[config.mk]
export PLATFORM = sky130hd
export DESIGN_NAME = sdram_port_arbiter_flat
export DESIGN_NICKNAME = d
export VERILOG_FILES = /design/src/rtl/sdram_port_arbiter_if.sv /design/src/rtl/sdram_port_arbiter.sv /design/src/flat_wrapper.sv
export SDC_FILE = /design/constraint.sdc
export NUM_CORES = 1
export LEC_CHECK = 0
export BUFFER_PORTS_ARGS = -buffer_cell sky130_fd_sc_hd__buf_4
export CORE_UTILIZATION = 43
export DETAILED_ROUTE_END_ITERATION = 8
export HOLD_SLACK_MARGIN = 0.12
export PLACE_DENSITY = 0.85
export SYNTH_ARGS = -nofsm -noshare
export SYNTH_HDL_FRONTEND = slang
export SYNTH_SLANG_ARGS = --single-unit
[constraint.sdc]
create_clock -name clk -period 2.95 [get_ports clk]
set_input_delay 0 -clock clk [delete_from_list [all_inputs] [get_ports clk]]
set_output_delay 0 -clock clk [all_outputs]
set_load 0.05 [all_outputs]
[src/rtl/sdram_port_arbiter_if.sv]
// Bundle of every port-side and controller-side signal of sdram_port_arbiter.
// slave  : the arbiter's view (takes requests, drives the controller command).
// master : the environment's view (requesters plus the sdram_controller).
interface sdram_port_arbiter_if #(
  parameter int ADDR_W = 22,
  parameter int DATA_W = 16
);
  // Requester port 0
  logic              m0_req;
  logic              m0_rw;
  logic [ADDR_W-1:0] m0_addr;
  logic [DATA_W-1:0] m0_wdata;
  logic              m0_ack;
  logic              m0_rvalid;
  logic [DATA_W-1:0] m0_rdata;
  logic              m0_err;

  // Requester port 1
  logic              m1_req;
  logic              m1_rw;
  logic [ADDR_W-1:0] m1_addr;
  logic [DATA_W-1:0] m1_wdata;
  logic              m1_ack;
  logic              m1_rvalid;
  logic [DATA_W-1:0] m1_rdata;
  logic              m1_err;

  // sdram_controller side
  logic [ADDR_W-1:0] ctl_addr;
  logic [DATA_W-1:0] ctl_wdata;
  logic              ctl_rw;
  logic              ctl_in_valid;
  logic              ctl_busy;
  logic [DATA_W-1:0] ctl_rdata;
  logic              ctl_rvalid;

  modport slave (
    input  m0_req, m0_rw, m0_addr, m0_wdata,
    output m0_ack, m0_rvalid, m0_rdata, m0_err,
    input  m1_req, m1_rw, m1_addr, m1_wdata,
    output m1_ack, m1_rvalid, m1_rdata, m1_err,
    output ctl_addr, ctl_wdata, ctl_rw, ctl_in_valid,
    input  ctl_busy, ctl_rdata, ctl_rvalid
  );

  modport master (
    output m0_req, m0_rw, m0_addr, m0_wdata,
    input  m0_ack, m0_rvalid, m0_rdata, m0_err,
    output m1_req, m1_rw, m1_addr, m1_wdata,
    input  m1_ack, m1_rvalid, m1_rdata, m1_err,
    input  ctl_addr, ctl_wdata, ctl_rw, ctl_in_valid,
    output ctl_busy, ctl_rdata, ctl_rvalid
  );
endinterface

[src/rtl/sdram_port_arbiter.sv]
// sdram_port_arbiter: two-port round-robin arbiter in front of one sdram_controller.
// One transaction outstanding at a time. The winning command is latched into holding
// registers, presented to the controller until accepted, and read data is passed
// straight back to the owning port with no added latency.
// Optional feature: define SDRAM_ARB_WATCHDOG_EN to bound the read-return wait to
// TIMEOUT cycles; on expiry the owner gets a one-cycle err pulse.
module sdram_port_arbiter #(
  parameter int ADDR_W  = 22,
  parameter int DATA_W  = 16,
  parameter int TIMEOUT = 255
) (
  input logic                 clk,
  input logic                 reset,
  sdram_port_arbiter_if.slave bus
);

  typedef enum logic [1:0] {
    IDLE    = 2'd0,
    ISSUE   = 2'd1,
    WAIT_RD = 2'd2
  } state_t;

  state_t            state_reg;
  logic              owner_reg;       // port that owns the current transaction
  logic              last_grant_reg;  // port whose command was accepted last
  logic              in_valid_reg;
  logic              hold_rw_reg;
  logic [ADDR_W-1:0] hold_addr_reg;
  logic [DATA_W-1:0] hold_wdata_reg;

  // Per-port views of the requester inputs so arbitration can index by port id.
  logic [1:0]        req_vec;
  logic [1:0]        rw_vec;
  logic [ADDR_W-1:0] addr_arr  [2];
  logic [DATA_W-1:0] wdata_arr [2];

  logic              grant;
  logic              accept;
  logic              rd_done;
  logic              rd_timeout;
  logic              wd_expired;

  logic [1:0]        ack_vec;
  logic [1:0]        rvalid_vec;
  logic [1:0]        err_vec;
  logic [DATA_W-1:0] rdata_arr [2];

  assign req_vec      = {bus.m1_req, bus.m0_req};
  assign rw_vec       = {bus.m1_rw, bus.m0_rw};
  assign addr_arr[0]  = bus.m0_addr;
  assign addr_arr[1]  = bus.m1_addr;
  assign wdata_arr[0] = bus.m0_wdata;
  assign wdata_arr[1] = bus.m1_wdata;

  // Round-robin pick: a lone requester wins, otherwise the port not granted last time.
  always_comb begin
    grant = 1'b0;
    if (req_vec == 2'b10) begin
      grant = 1'b1;
    end else if (req_vec == 2'b11) begin
      grant = ~last_grant_reg;
    end
  end

  // Handshake events. Reset masks them in the same cycle so an abort is immediate.
  assign accept     = in_valid_reg && !bus.ctl_busy && !reset;
  assign rd_done    = (state_reg == WAIT_RD) && bus.ctl_rvalid && !reset;
  assign rd_timeout = (state_reg == WAIT_RD) && wd_expired && !bus.ctl_rvalid && !reset;

`ifdef SDRAM_ARB_WATCHDOG_EN
  // Counter is at least 8 bits, wider only if TIMEOUT needs it.
  localparam int WD_W = ($clog2(TIMEOUT + 1) > 8) ? $clog2(TIMEOUT + 1) : 8;

  logic [WD_W-1:0] wd_cnt_reg;

  assign wd_expired = (wd_cnt_reg == WD_W'(TIMEOUT));

  // Cycles spent in WAIT_RD; held at zero while the command is still being issued.
  always_ff @(posedge clk) begin
    if (reset) begin
      wd_cnt_reg <= '0;
    end else if (state_reg == ISSUE) begin
      wd_cnt_reg <= '0;
    end else if ((state_reg == WAIT_RD) && !wd_expired) begin
      wd_cnt_reg <= wd_cnt_reg + 1'b1;
    end
  end
`else
  // Without the watchdog a read waits for ctl_rvalid indefinitely and err never fires.
  assign wd_expired = 1'b0;

  // TIMEOUT only matters for the watchdog build.
  if (TIMEOUT < 0) begin : g_timeout_unused
  end
`endif

  // Main FSM: arbitrate in IDLE, hold the command in ISSUE, wait for read data in WAIT_RD.
  always_ff @(posedge clk) begin
    if (reset) begin
      state_reg      <= IDLE;
      owner_reg      <= 1'b0;
      last_grant_reg <= 1'b1;
      in_valid_reg   <= 1'b0;
      hold_rw_reg    <= 1'b0;
      hold_addr_reg  <= '0;
      hold_wdata_reg <= '0;
    end else begin
      case (state_reg)
        IDLE: begin
          // Any ctl_rvalid seen here is stray data and is simply not forwarded.
          if (|req_vec) begin
            owner_reg      <= grant;
            hold_rw_reg    <= rw_vec[grant];
            hold_addr_reg  <= addr_arr[grant];
            hold_wdata_reg <= wdata_arr[grant];
            in_valid_reg   <= 1'b1;
            state_reg      <= ISSUE;
          end
        end
        ISSUE: begin
          // Requests are not looked at here; the latched command is what gets issued.
          if (!bus.ctl_busy) begin
            in_valid_reg   <= 1'b0;
            last_grant_reg <= owner_reg;
            state_reg      <= hold_rw_reg ? IDLE : WAIT_RD;
          end
        end
        WAIT_RD: begin
          // Data arriving on the expiry cycle still completes the read normally.
          if (bus.ctl_rvalid || wd_expired) begin
            state_reg <= IDLE;
          end
        end
        default: begin
          state_reg    <= IDLE;
          in_valid_reg <= 1'b0;
        end
      endcase
    end
  end

  // Per-port decode of the handshake events for the current owner only.
  for (genvar gi = 0; gi < 2; gi++) begin : g_port
    assign ack_vec[gi]    = accept && (owner_reg == 1'(gi));
    assign rvalid_vec[gi] = rd_done && (owner_reg == 1'(gi));
    assign err_vec[gi]    = rd_timeout && (owner_reg == 1'(gi));
    assign rdata_arr[gi]  = rvalid_vec[gi] ? bus.ctl_rdata : '0;
  end

  assign bus.m0_ack    = ack_vec[0];
  assign bus.m0_rvalid = rvalid_vec[0];
  assign bus.m0_rdata  = rdata_arr[0];
  assign bus.m0_err    = err_vec[0];
  assign bus.m1_ack    = ack_vec[1];
  assign bus.m1_rvalid = rvalid_vec[1];
  assign bus.m1_rdata  = rdata_arr[1];
  assign bus.m1_err    = err_vec[1];

  assign bus.ctl_in_valid = in_valid_reg && !reset;
  assign bus.ctl_rw       = hold_rw_reg;
  assign bus.ctl_addr     = hold_addr_reg;
  assign bus.ctl_wdata    = hold_wdata_reg;

endmodule

[src/flat_wrapper.sv]
// flat-port wrapper written by rule: the top's interface ports become plain ports
module sdram_port_arbiter_flat 
#(
  parameter int ADDR_W  = 22,
  parameter int DATA_W  = 16,
  parameter int TIMEOUT = 255
)
  (clk, reset, bus_m0_req, bus_m0_rw, bus_m0_addr, bus_m0_wdata, bus_m0_ack, bus_m0_rvalid, bus_m0_rdata, bus_m0_err, bus_m1_req, bus_m1_rw, bus_m1_addr, bus_m1_wdata, bus_m1_ack, bus_m1_rvalid, bus_m1_rdata, bus_m1_err, bus_ctl_addr, bus_ctl_wdata, bus_ctl_rw, bus_ctl_in_valid, bus_ctl_busy, bus_ctl_rdata, bus_ctl_rvalid);
  sdram_port_arbiter_if #(.ADDR_W(ADDR_W), .DATA_W(DATA_W)) bus_i ();
  input logic clk;
  input logic reset;
  input wire logic [$bits(bus_i.m0_req)-1:0] bus_m0_req;
  input wire logic [$bits(bus_i.m0_rw)-1:0] bus_m0_rw;
  input wire logic [$bits(bus_i.m0_addr)-1:0] bus_m0_addr;
  input wire logic [$bits(bus_i.m0_wdata)-1:0] bus_m0_wdata;
  output wire logic [$bits(bus_i.m0_ack)-1:0] bus_m0_ack;
  output wire logic [$bits(bus_i.m0_rvalid)-1:0] bus_m0_rvalid;
  output wire logic [$bits(bus_i.m0_rdata)-1:0] bus_m0_rdata;
  output wire logic [$bits(bus_i.m0_err)-1:0] bus_m0_err;
  input wire logic [$bits(bus_i.m1_req)-1:0] bus_m1_req;
  input wire logic [$bits(bus_i.m1_rw)-1:0] bus_m1_rw;
  input wire logic [$bits(bus_i.m1_addr)-1:0] bus_m1_addr;
  input wire logic [$bits(bus_i.m1_wdata)-1:0] bus_m1_wdata;
  output wire logic [$bits(bus_i.m1_ack)-1:0] bus_m1_ack;
  output wire logic [$bits(bus_i.m1_rvalid)-1:0] bus_m1_rvalid;
  output wire logic [$bits(bus_i.m1_rdata)-1:0] bus_m1_rdata;
  output wire logic [$bits(bus_i.m1_err)-1:0] bus_m1_err;
  output wire logic [$bits(bus_i.ctl_addr)-1:0] bus_ctl_addr;
  output wire logic [$bits(bus_i.ctl_wdata)-1:0] bus_ctl_wdata;
  output wire logic [$bits(bus_i.ctl_rw)-1:0] bus_ctl_rw;
  output wire logic [$bits(bus_i.ctl_in_valid)-1:0] bus_ctl_in_valid;
  input wire logic [$bits(bus_i.ctl_busy)-1:0] bus_ctl_busy;
  input wire logic [$bits(bus_i.ctl_rdata)-1:0] bus_ctl_rdata;
  input wire logic [$bits(bus_i.ctl_rvalid)-1:0] bus_ctl_rvalid;
  assign bus_i.m0_req = bus_m0_req;
  assign bus_i.m0_rw = bus_m0_rw;
  assign bus_i.m0_addr = bus_m0_addr;
  assign bus_i.m0_wdata = bus_m0_wdata;
  assign bus_m0_ack = bus_i.m0_ack;
  assign bus_m0_rvalid = bus_i.m0_rvalid;
  assign bus_m0_rdata = bus_i.m0_rdata;
  assign bus_m0_err = bus_i.m0_err;
  assign bus_i.m1_req = bus_m1_req;
  assign bus_i.m1_rw = bus_m1_rw;
  assign bus_i.m1_addr = bus_m1_addr;
  assign bus_i.m1_wdata = bus_m1_wdata;
  assign bus_m1_ack = bus_i.m1_ack;
  assign bus_m1_rvalid = bus_i.m1_rvalid;
  assign bus_m1_rdata = bus_i.m1_rdata;
  assign bus_m1_err = bus_i.m1_err;
  assign bus_ctl_addr = bus_i.ctl_addr;
  assign bus_ctl_wdata = bus_i.ctl_wdata;
  assign bus_ctl_rw = bus_i.ctl_rw;
  assign bus_ctl_in_valid = bus_i.ctl_in_valid;
  assign bus_i.ctl_busy = bus_ctl_busy;
  assign bus_i.ctl_rdata = bus_ctl_rdata;
  assign bus_i.ctl_rvalid = bus_ctl_rvalid;
  sdram_port_arbiter #(.ADDR_W(ADDR_W), .DATA_W(DATA_W), .TIMEOUT(TIMEOUT)) u_core (.clk(clk), .reset(reset), .bus(bus_i));
endmodule
==> impl_results.md, run 1 <==
* Combinational power share at 45.2%
* Most frequent cells in the layout: buf_4, dlygate4sd3_1, nand2_1, dfxtp_1, a21oi_1
* Crit path time final at 2.39 ns
* Crit-path cells: a21boi_4, nand2_1, a311oi_2, dlygate4sd3_1
* M1 wire length at 3.37 mm
* Internal at 1.19 mW
* CP arrival at 2.63 ns
* Antenna viol nets, final at 0
* Grt ovf at 0
* Hold Crit Class: primary input to flip-flop
* Most common cell after layout, fill and taps aside: buf_4
* Net Sw Frac at 38.2%
* Critical Setup Path Class: flip-flop to flip-flop
* Uppermost layer routed: met4
* Worst Clk Skew at 0.00911 ns
* Startpoint types: flip-flop
* Setup TNS at 0 ns
* VDD IR-drop max at 292 uV
* Status: finished clean
* Area Growth Syn to Fin at 89.8%
* Root Buffer Master: clkbuf_8
* H-Tree Depth at 2
* Crit-path leading delay family: compound AO/OA/AOI/OAI gates
* Routed WL per cell at 15.7 um
* DRT Pass-1 Iters at 5
* Largest stage delay, worst path at 0.84 ns
* DIE AREA at 5780 um^2
* Top cell type's share of synthesized area at 37.4%
* Final setup margin at 0.557 ns
* Drc violations at 0
* Gr usage total at 32.1%
* Setup Viol. Count Final at 0
* First DRT Iteration DRCs at 169
* Tcrit/Tclk final at 81.1%
* Area leader, netlist: dfxtp_1
* Max reg flops at 22
* Max Cap Violations at 0
* Met2 WL at 4.91 mm
* Power Dens Cells at 432 nW/um^2
* Worst skew pair latency at 0.30 ns
* CTS Buffer Depth at 2
* First-pass GRT wire length at 15.0 mm
* DP Worst Slack at 1.20 ns
* Largest fanout on the critical path at 40
* Initial core utilization at 45.2%
* Clock power share at 17.8%
* RSZ-0062 raised after global routing: no
* Total CTS buffers at 5
* Layout net count at 625
* CTS tree: yes
* GP Congestion at 0.797
* CTS clk-pin slew, worst paths at 0.08 ns
* Detailed-route via count at 3234
* Metal3 WL at 710 um
* CORE AREA at 5200 um^2
* Post-Route WL at 9.33 mm
* Number of global-route vias before repair at 3196
* Ys Warns at 0
* # IOs at 178
* Share of power burned in registers at 37.1%
* P_sw at 737 uW
* Ant. Diodes at 0
* Initial antenna violation count at 0
* Worst slew pin tran at 1.04 ns
* Final Max Tran Viols at 0
* Buf/Inv on CP at 1
* Critical Path RT at 3.19 ns
* Relative slew slack at 30.2%
* Final hold violations at 0
* P_leak at 2.20 nW
* Die width at 76 um
* Cell count after synthesis at 294
* Critical path endpoint category: flip-flop
* Synthesized area per cell at 8.01 um^2
* CP max-delay cell: a21boi_4
* Clock Sinks at 44
* Mapped Area at 2350 um^2
* # rows at 26
* Ranking of synthesized cells by area: dfxtp_1, nand2_1, a311oi_1, a21oi_1, a311oi_2
* F_max at 0.418 GHz
* Post-synthesis sequential area ratio at 37.4%
* Chip height at 76 um
* Pin count of the biggest net entering global routing at 47
* Vias/cell at 5.45
* Final HPWL DP at 5.20 mm
* Buffers added on ports at 175
* Share of layout cells above drive strength 1 at 38.0%
* Seq cells post-synth at 44
* Yosys cell types at 31
-- power groups by stage --
| stage | combinational [mW] | clock (mW) | sequential (mW) |
|---|---|---|---|
| final | 0.871 | 0.342 | 0.715 |
| after floorplan | 0.262 | 0 | 0.940 |
| after detailed placement | 0.718 | 0 | 0.725 |
| after CTS | 0.848 | 0.341 | 0.712 |
| after global placement | 0.707 | 0 | 0.722 |
| after global routing | 0.916 | 0.368 | 0.724 |
-- cells in the mapped netlist (all sizes together) --
cell / number
nand2: 79
dfxtp: 44
a21oi: 43
a311oi: 39
and2: 18
buf: 18
and3: 16
clkbuf: 16
nor2: 3
a21bo: 2
a21boi: 2
nor3b: 2
a311o: 1
and2b: 1
and3b: 1
and4bb: 1
conb: 1
nand2b: 1
nand3: 1
nand3b: 1
nor2b: 1
nor3: 1
o21a: 1
or2: 1
-- metal layers --
metal  vias to the layer above  track usage [%]
met1                      1521             33.4
met2                       174             59.8
li1                       1503                -
met5                         -                0
met4                         0             15.0
met3                        36             8.38
-- cells by family (layout without fill, tap and decap cells) --
group / Yosys count / in the layout / synth area share, %
AOI/OAI and AO/OA: 88 / 88 / 28.5
buffers and inverters: 34 / 262 / 8.13
and+or+nand+nor: 127 / 127 / 25.8
DFF: 44 / 44 / 37.4
other: 1 / 2 / 0.159
-- repair_timing --
| item | 4_1_cts | 5_1_grt |
|---|---|---|
| endpoints found under the hold margin | 42 | 0 |
| setup buffers | 0 | 0 |
| hold buffers | 80 | 0 |
| gates resized for setup | 0 | 0 |
-- path summary, 6_finish.rpt --
path / startpoint / to / slack, ns / cells after the start
worst min register to register: u_core.in_valid_reg$_SDFFE_PP0P_ / u_core.in_valid_reg$_SDFFE_PP0P_ / 0.46 / 1
worst max register to register: u_core.last_grant_reg$_SDFFE_PP1P_ / u_core.bus.ctl_wdata[8]$_SDFFE_PP0P_ / 0.56 / 4
worst max-delay path: u_core.last_grant_reg$_SDFFE_PP1P_ / u_core.bus.ctl_wdata[8]$_SDFFE_PP0P_ / 0.56 / 4
worst min-delay path: reset / u_core.state_reg[1]$_SDFFE_PP0P_ / 0.20 / 2
-- through the flow --
step                power [mW]  utilization [%]  hold WS, ns  instances  instance area, um^2
floorplan                 1.20                -        0.160        295                 2360
global placement          1.43             69.2        0.276        508                 3600
detailed placement        1.44             69.2        0.284        508                 3600
CTS                       1.90             85.9        0.182        593                 4470
global route              2.01             85.9        0.201        593                 4470
finish                    1.93             85.9        0.196        593                 4470
-- layout make-up --
class | count | area [um^2]
repair buffers | 257 | 2130
fillers | 306 | 736
flip-flops and latches | 44 | 881
well taps | 70 | 87.6
clock buffers | 5 | 68.8
multi-input cells | 217 | 1300
Note: power is estimated with default switching activity, not from simulation.
==> run 2, diff against run 1 <==
--- a/config.mk
+++ b/config.mk
@@ -6,10 +6,10 @@
 export NUM_CORES = 1
 export LEC_CHECK = 0
 export BUFFER_PORTS_ARGS = -buffer_cell sky130_fd_sc_hd__buf_4
-export CORE_UTILIZATION = 43
+export CORE_UTILIZATION = 36
 export DETAILED_ROUTE_END_ITERATION = 8
 export HOLD_SLACK_MARGIN = 0.12
-export PLACE_DENSITY = 0.85
+export PLACE_DENSITY = 0.76
 export SYNTH_ARGS = -nofsm -noshare
 export SYNTH_HDL_FRONTEND = slang
 export SYNTH_SLANG_ARGS = --single-unit
==> constraint.sdc (replaced) <==
create_clock -name clk -period 2.2 [get_ports clk]
set_input_delay 0 -clock clk [delete_from_list [all_inputs] [get_ports clk]]
set_output_delay 0 -clock clk [all_outputs]
set_load 0.05 [all_outputs]
==> run 2 against run 1 <==
Routed wire length is 0.66% lower. Via count down 1.7%. Critical endpoint is now u_core.bus.ctl_wdata[0]$_SDFFE_PP0P_. Largest power group unchanged. Clock power rose by 56%.
==> impl_results.md, run 2 (synthesis results as in run 1) <==
* Met2 WL at 5.01 mm (was 4.91 mm)
* Antenna viol nets, final at 0 (unchanged)
* Root Buffer Master: clkbuf_8 (unchanged)
* Hold Path End: u_core.state_reg[1]$_SDFFE_PP0P_ (unchanged)
* Gr usage total at 25.9% (was 32.1%)
* Hold Startpoint: reset (unchanged)
* Crit path time final at 2.10 ns (was 2.39 ns)
* Uppermost layer routed: met4 (unchanged)
* Share of layout cells above drive strength 1 at 39.3% (was 38.0%)
* Hold Crit Depth at 2 (unchanged)
* CORE AREA at 6310 um^2 (was 5200 um^2)
* Vias/cell at 5.19 (was 5.45)
* Tcrit/Tclk final at 95.5% (was 81.1%)
* R2R depth at 5 (was 4)
* Final hold violations at 0 (unchanged)
* R2r setup slk at 0.1 ns (was 0.56 ns)
* M1 wire length at 3.42 mm (was 3.37 mm)
* CP arrival at 2.34 ns (was 2.63 ns)
* DIE AREA at 6870 um^2 (was 5780 um^2)
* Worst Clk Skew at 0.00632 ns (was 0.00911 ns)
* P_leak at 2.25 nW (was 2.20 nW)
* Die width at 82.9 um (was 76 um)
* Number of global-route vias before repair at 3222 (was 3196)
* WHS at 0.174 ns (was 0.196 ns)
* Total CTS buffers at 5 (unchanged)
* Post-Route WL at 9.27 mm (was 9.33 mm)
* Ant. Diodes at 0 (unchanged)
* Non-Filler Instances at 612 (was 593)
* Pin count of the biggest net entering global routing at 47 (unchanged)
* # IOs at 178 (unchanged)
* Total power draw at 2.67 mW (was 1.93 mW)
* DRT Pass-1 Iters at 4 (was 5)
* Final setup margin at 0.0985 ns (was 0.557 ns)
* DP Worst Slack at 0.524 ns (was 1.20 ns)
* Critical path endpoint category: flip-flop (unchanged)
* Metal3 WL at 657 um (was 710 um)
* CTS clk-pin slew, worst paths at 0.09 ns (was 0.08 ns)
* Buffers added on ports at 175 (unchanged)
* Clock Sinks at 44 (unchanged)
* Initial core utilization at 37.3% (was 45.2%)
* Final HPWL DP at 5.55 mm (was 5.20 mm)
* F_max at 0.476 GHz (was 0.418 GHz)
* Multi-input logic area at 1320 um^2 (was 1300 um^2)
* Max Cap Violations at 0 (unchanged)
* FF-to-FF End: u_core.bus.ctl_wdata[0]$_SDFFE_PP0P_ (was u_core.bus.ctl_wdata[8]$_SDFFE_PP0P_)
* First-pass GRT wire length at 14.7 mm (was 15.0 mm)
* Setup Viol. Count Final at 0 (unchanged)
* Final Max Tran Viols at 0 (unchanged)
* Fill cells at 484 (was 306)
* Status: finished clean (unchanged)
* Drc violations at 0 (unchanged)
* Critical Setup Path Class: flip-flop to flip-flop (unchanged)
* Largest fanout on the critical path at 29 (was 40)
* Worst slew pin tran at 0.675 ns (was 1.04 ns)
* VDD IR-drop max at 410 uV (was 292 uV)
* Detailed-route via count at 3178 (was 3234)
* CTS Buffer Depth at 2 (unchanged)
* Critical Path RT at 2.43 ns (was 3.19 ns)
* Hold Crit Class: primary input to flip-flop (unchanged)
* Relative slew slack at 55.0% (was 30.2%)
* Power Dens Cells at 581 nW/um^2 (was 432 nW/um^2)
* CTS tree: yes (unchanged)
* # rows at 29 (was 26)
* First DRT Iteration DRCs at 151 (was 169)
* H-Tree Depth at 2 (unchanged)
* Most frequent cells in the layout: buf_4, dlygate4sd3_1, nand2_1, dfxtp_1, a21oi_1 (unchanged)
* Layout net count at 634 (was 625)
* Sequential cell area at 881 um^2 (unchanged)
* Placed Cells at 520 (was 508)
* Grt ovf at 0 (unchanged)
* GP Congestion at 0.817 (was 0.797)
* Area Growth Syn to Fin at 95.0% (was 89.8%)
* Startpoint types: flip-flop (unchanged)
* Routed WL per cell at 15.1 um (was 15.7 um)
* Max reg flops at 22 (unchanged)
* Initial antenna violation count at 0 (unchanged)
* Setup TNS at 0 ns (unchanged)
* Worst skew pair latency at 0.29 ns (was 0.30 ns)
* Most common cell after layout, fill and taps aside: buf_4 (unchanged)
* RR Startpoint: u_core.last_grant_reg$_SDFFE_PP1P_ (unchanged)
* Chip height at 82.9 um (was 76 um)
==> run 2: area by class of cell <==
type,count,area share [%]
Clock buffer,6,1.80
Clock inverter,2,0.218
Multi-Input combinational cell,218,28.8
Sequential cell,44,19.2
Tap cell,77,2.10
Timing Repair Buffer,265,47.9
==> run 2: per-layer routing <==
metal | vias to the layer above | global-route usage (%)
li1 | 1525 | -
met1 | 1476 | 27.4
met2 | 159 | 49.7
met3 | 18 | 5.86
met4 | 0 | 8.78
met5 | - | 0
==> run 2: metrics by stage <==
stage	cell area (um^2)	utilization [%]
after floorplan	2360	-
after global placement	3650	57.8
after detailed placement	3650	57.8
after CTS	4560	72.3
after global routing	4590	72.7
final	4590	72.7
==> run 2: worst max-delay path by stage <==
| stage | from | cells after the start | slack [ns] | to |
|---|---|---|---|---|
| 4_1_cts | u_core.last_grant_reg$_SDFFE_PP1P_ | 5 | 0.02 | u_core.bus.ctl_wdata[3]$_SDFFE_PP0P_ |
| 6_report | u_core.last_grant_reg$_SDFFE_PP1P_ | 5 | 0.1 | u_core.bus.ctl_wdata[0]$_SDFFE_PP0P_ |
| 3_5_place_dp | u_core.last_grant_reg$_SDFFE_PP1P_ | 4 | 0.52 | u_core.bus.ctl_wdata[2]$_SDFFE_PP0P_ |
| 3_3_place_gp | u_core.last_grant_reg$_SDFFE_PP1P_ | 4 | 0.61 | u_core.bus.ctl_addr[19]$_SDFFE_PP0P_ |
| 5_1_grt | u_core.last_grant_reg$_SDFFE_PP1P_ | 5 | -0.005 | u_core.bus.ctl_wdata[0]$_SDFFE_PP0P_ |
| 2_1_floorplan | u_core.in_valid_reg$_SDFFE_PP0P_ | 2 | 0.33 | bus_m0_ack |
==> run 2: critical path, cell delays in order (launching register included) <==
cell and delay [ns]:
dfxtp_1 0.44, a21bo_4 0.38, buf_4 0.26, nand2_1 0.09
a311oi_1 0.27, dlygate4sd3_1 0.59
==> run 2: timing repair <==
item                                   4_1_cts  5_1_grt
gates resized for setup                      0        3
endpoints found under the hold margin       43        0
hold buffers                                82        0
buffers inserted                             0        1
setup endpoints to repair                    0       29
==> run 2: report_power, final <==
| part | leakage [nW] | total, mW | internal, mW | switching (mW) |
|---|---|---|---|---|
| combinational | 1.83 | 1.18 | 0.510 | 0.671 |
| clock | 0.0510 | 0.532 | 0.251 | 0.281 |
| sequential | 0.365 | 0.953 | 0.893 | 0.0604 |
| total | 2.25 | 2.67 | 1.65 | 1.01 |
==> run 3, diff against run 2 <==
--- a/config.mk
+++ b/config.mk
@@ -5,11 +5,11 @@
 export SDC_FILE = /design/constraint.sdc
 export NUM_CORES = 1
 export LEC_CHECK = 0
-export BUFFER_PORTS_ARGS = -buffer_cell sky130_fd_sc_hd__buf_4
-export CORE_UTILIZATION = 36
+export BUFFER_PORTS_ARGS = -buffer_cell sky130_fd_sc_hd__buf_2
+export CORE_UTILIZATION = 40
 export DETAILED_ROUTE_END_ITERATION = 8
 export HOLD_SLACK_MARGIN = 0.12
-export PLACE_DENSITY = 0.76
+export PLACE_DENSITY_LB_ADDON = 0.12
 export SYNTH_ARGS = -nofsm -noshare
 export SYNTH_HDL_FRONTEND = slang
 export SYNTH_SLANG_ARGS = --single-unit
==> constraint.sdc (replaced) <==
create_clock -name clk -period 2.3 [get_ports clk]
set_input_delay 0 -clock clk [delete_from_list [all_inputs] [get_ports clk]]
set_output_delay 0 -clock clk [all_outputs]
set_load 0.05 [all_outputs]
==> run 3 against run 2 <==
Core utilization grew 1.9 points. Design area shrank 9.4%. First-iteration DRC count down 1.3%. Critical path depth stayed put. Sequential power decreased by 4.3%. Critical path type unchanged. Non-clock buffer count is 3 lower. Largest cell class unchanged. Clock power grew 24%.
==> impl_results.md, run 3 (synthesis results as in run 1) <==
* Status: finished clean (unchanged)
* P_sw at 959 uW (was 1.01 mW)
* VDD IR-drop max at 454 uV (was 410 uV)
* Gr usage total at 27.2% (was 25.9%)
* # IOs at 178 (unchanged)
* Routed WL per cell at 14.5 um (was 15.1 um)
* # rows at 27 (was 29)
* Net Sw Frac at 37.0% (was 38.0%)
* Ant. Diodes at 0 (unchanged)
* Startpoint types: flip-flop (unchanged)
* R2R depth at 5 (unchanged)
* Final HPWL DP at 5.10 mm (was 5.55 mm)
* Area Growth Syn to Fin at 76.6% (was 95.0%)
* P_leak at 2.17 nW (was 2.25 nW)
* Number of global-route vias before repair at 2910 (was 3222)
* GP Congestion at 0.753 (was 0.817)
* Crit-path cells: nor2_4, buf_6, a21oi_1, a311oi_1, dlygate4sd3_1 (was a21bo_4, buf_4, nand2_1, a311oi_1, dlygate4sd3_1)
* Final hold violations at 0 (unchanged)
* Vias/cell at 5.20 (was 5.19)
* Internal at 1.63 mW (was 1.65 mW)
* Max Cap Violations at 0 (unchanged)
* F_max at 0.471 GHz (was 0.476 GHz)
* Crit path time final at 2.12 ns (was 2.10 ns)
* Largest stage delay, worst path at 0.61 ns (was 0.59 ns)
* CTS Buffer Depth at 2 (unchanged)
* DIE AREA at 6200 um^2 (was 6870 um^2)
* Fill cells at 424 (was 484)
* Layout net count at 631 (was 634)
* Worst Clk Skew at 0.00764 ns (was 0.00632 ns)
* Buffers added on ports at 175 (unchanged)
* Crit path from: u_core.state_reg[0]$_SDFFE_PP0P_ (was u_core.last_grant_reg$_SDFFE_PP1P_)
* Post-Route WL at 8.74 mm (was 9.27 mm)
* Detailed-route via count at 3143 (was 3178)
* Buf/Inv on CP at 2 (unchanged)
* Share of power burned in registers at 35.2% (was 35.7%)
* Chip height at 78.7 um (was 82.9 um)
* Die width at 78.7 um (was 82.9 um)
* Tcrit/Tclk final at 92.2% (was 95.5%)
* CTS clk-pin slew, worst paths at 0.09 ns (about the same)
* Share of layout cells above drive strength 1 at 39.3% (about the same)
* CTS tree: yes (unchanged)
* Clock power share at 25.4% (was 20.0%)
* First-pass GRT wire length at 13.4 mm (was 14.7 mm)
* Most common cell after layout, fill and taps aside: buf_2 (was buf_4)
* Critical Path RT at 2.54 ns (was 2.43 ns)
* Total CTS buffers at 5 (unchanged)
* Hold Startpoint: reset (unchanged)
* Setup Viol. Count Final at 0 (unchanged)
* Setup TNS at 0 ns (unchanged)
* Most frequent cells in the layout: buf_2, dlygate4sd3_1, nand2_1, dfxtp_1, a21oi_1 (was buf_4, dlygate4sd3_1, nand2_1, dfxtp_1, a21oi_1)
* Critical Setup Path Class: flip-flop to flip-flop (unchanged)
* Initial core utilization at 42.2% (was 37.3%)
* CP arrival at 2.36 ns (was 2.34 ns)
* Combinational power share at 39.4% (was 44.3%)
* Critical path endpoint category: flip-flop (unchanged)
* H-Tree Depth at 2 (unchanged)
* Worst slew pin tran at 0.581 ns (was 0.675 ns)
* Final setup margin at 0.179 ns (was 0.0985 ns)
* Initial antenna violation count at 0 (unchanged)
* First DRT Iteration DRCs at 149 (was 151)
* Relative slew slack at 61.2% (was 55.0%)
* CP max-delay cell: dlygate4sd3_1 (unchanged)
* RR Startpoint: u_core.state_reg[0]$_SDFFE_PP0P_ (was u_core.last_grant_reg$_SDFFE_PP1P_)
* Grt ovf at 0 (unchanged)
* Hold Crit Depth at 3 (was 2)
* Final Max Tran Viols at 0 (unchanged)
* Root Buffer Master: clkbuf_8 (unchanged)
* R2r setup slk at 0.18 ns (was 0.1 ns)
* DRT Pass-1 Iters at 4 (unchanged)
* Antenna viol nets, final at 0 (unchanged)
* FF-to-FF End: u_core.bus.ctl_addr[16]$_SDFFE_PP0P_ (was u_core.bus.ctl_wdata[0]$_SDFFE_PP0P_)
* Hold Crit Class: primary input to flip-flop (unchanged)
* Worst skew pair latency at 0.30 ns (was 0.29 ns)
* CORE AREA at 5570 um^2 (was 6310 um^2)
* Hold Path End: u_core.state_reg[1]$_SDFFE_PP0P_ (unchanged)
* Power Dens Cells at 623 nW/um^2 (was 581 nW/um^2)
* Clock Sinks at 44 (unchanged)
* Largest fanout on the critical path at 29 (unchanged)
* Max reg flops at 22 (unchanged)
* RSZ-0062 raised after global routing: no
* DP Worst Slack at 0.666 ns (was 0.524 ns)
* Postcts setup bufs at 0 (unchanged)
* Drc violations at 0 (unchanged)
* Pin count of the biggest net entering global routing at 46 (was 47)
* Crit-path leading delay family: buffers and inverters (unchanged)
[run 3: cell count changes in the layout (fill, tap and decap cells not counted), moves of 2 or more]
cell,before,now
dlygate4sd3_1,82,80
clkinv_2,2,0
buf_4,182,5
buf_2,0,175
[run 3: final cells by class]
| type | count | area (um^2) | share of cell area (%) |
|---|---|---|---|
| sequential | 44 | 881 | 21.2 |
| multi-input combinational | 218 | 1320 | 31.6 |
| timing repair buffer | 262 | 1750 | 42.0 |
| clock buffer | 7 | 96.3 | 2.32 |
| tap | 72 | 90.1 | 2.17 |
| clock inverter | 1 | 30.0 | 0.722 |
[run 3: worst max path at each step]
stage / end / slack [ns] / depth (start not counted)
after global routing: u_core.bus.ctl_wdata[1]$_SDFFE_PP0P_ / 0.06 / 5
final: u_core.bus.ctl_addr[16]$_SDFFE_PP0P_ / 0.18 / 5
after global placement: bus_m0_rdata[7] / 0.70 / 4
after detailed placement: bus_m0_rdata[0] / 0.67 / 4
after floorplan: bus_m0_ack / 0.43 / 2
after CTS: u_core.bus.ctl_wdata[11]$_SDFFE_PP0P_ / 0.13 / 4
[run 3: timing repair]
| action | CTS | global route |
|---|---|---|
| endpoints found under the hold margin | 42 | 0 |
| hold buffers | 80 | 0 |
| resized for setup | 0 | 2 |
| setup endpoints to repair | 0 | 8 |
[run 3: per-stage QoR]
step	hold slack [ns]	total power [mW]	instance area (um^2)	cells	util, %
after floorplan	0.101	1.54	2360	295	-
after global placement	0.265	1.75	3220	515	57.8
after detailed placement	0.272	1.76	3220	515	57.8
after CTS	0.297	2.56	4150	603	74.4
after global routing	0.309	2.71	4160	604	74.6
final	0.291	2.59	4160	604	74.6
[run 3: metal layers]
layer,track usage [%],up-vias,part of all wire (%)
li1,-,1522,-
met1,29.5,1453,37
met2,49.2,146,52
met3,7.13,22,7.8
met4,11.9,0,2.4
met5,0,-,0
[run 3: tightest hold or removal path, stage by stage]
cell    delay, ns
buf_2        0.11
buf_4        0.29
nor2_1       0.16
[run 3: power groups by stage]
| stage | Combinational, mW | Sequential (mW) | Clock [mW] |
|---|---|---|---|
| floorplan | 0.336 | 1.21 | 0 |
| global placement | 0.824 | 0.927 | 0 |
| detailed placement | 0.832 | 0.927 | 0 |
| CTS | 0.997 | 0.910 | 0.656 |
| global route | 1.09 | 0.924 | 0.697 |
| finish | 1.02 | 0.912 | 0.659 |
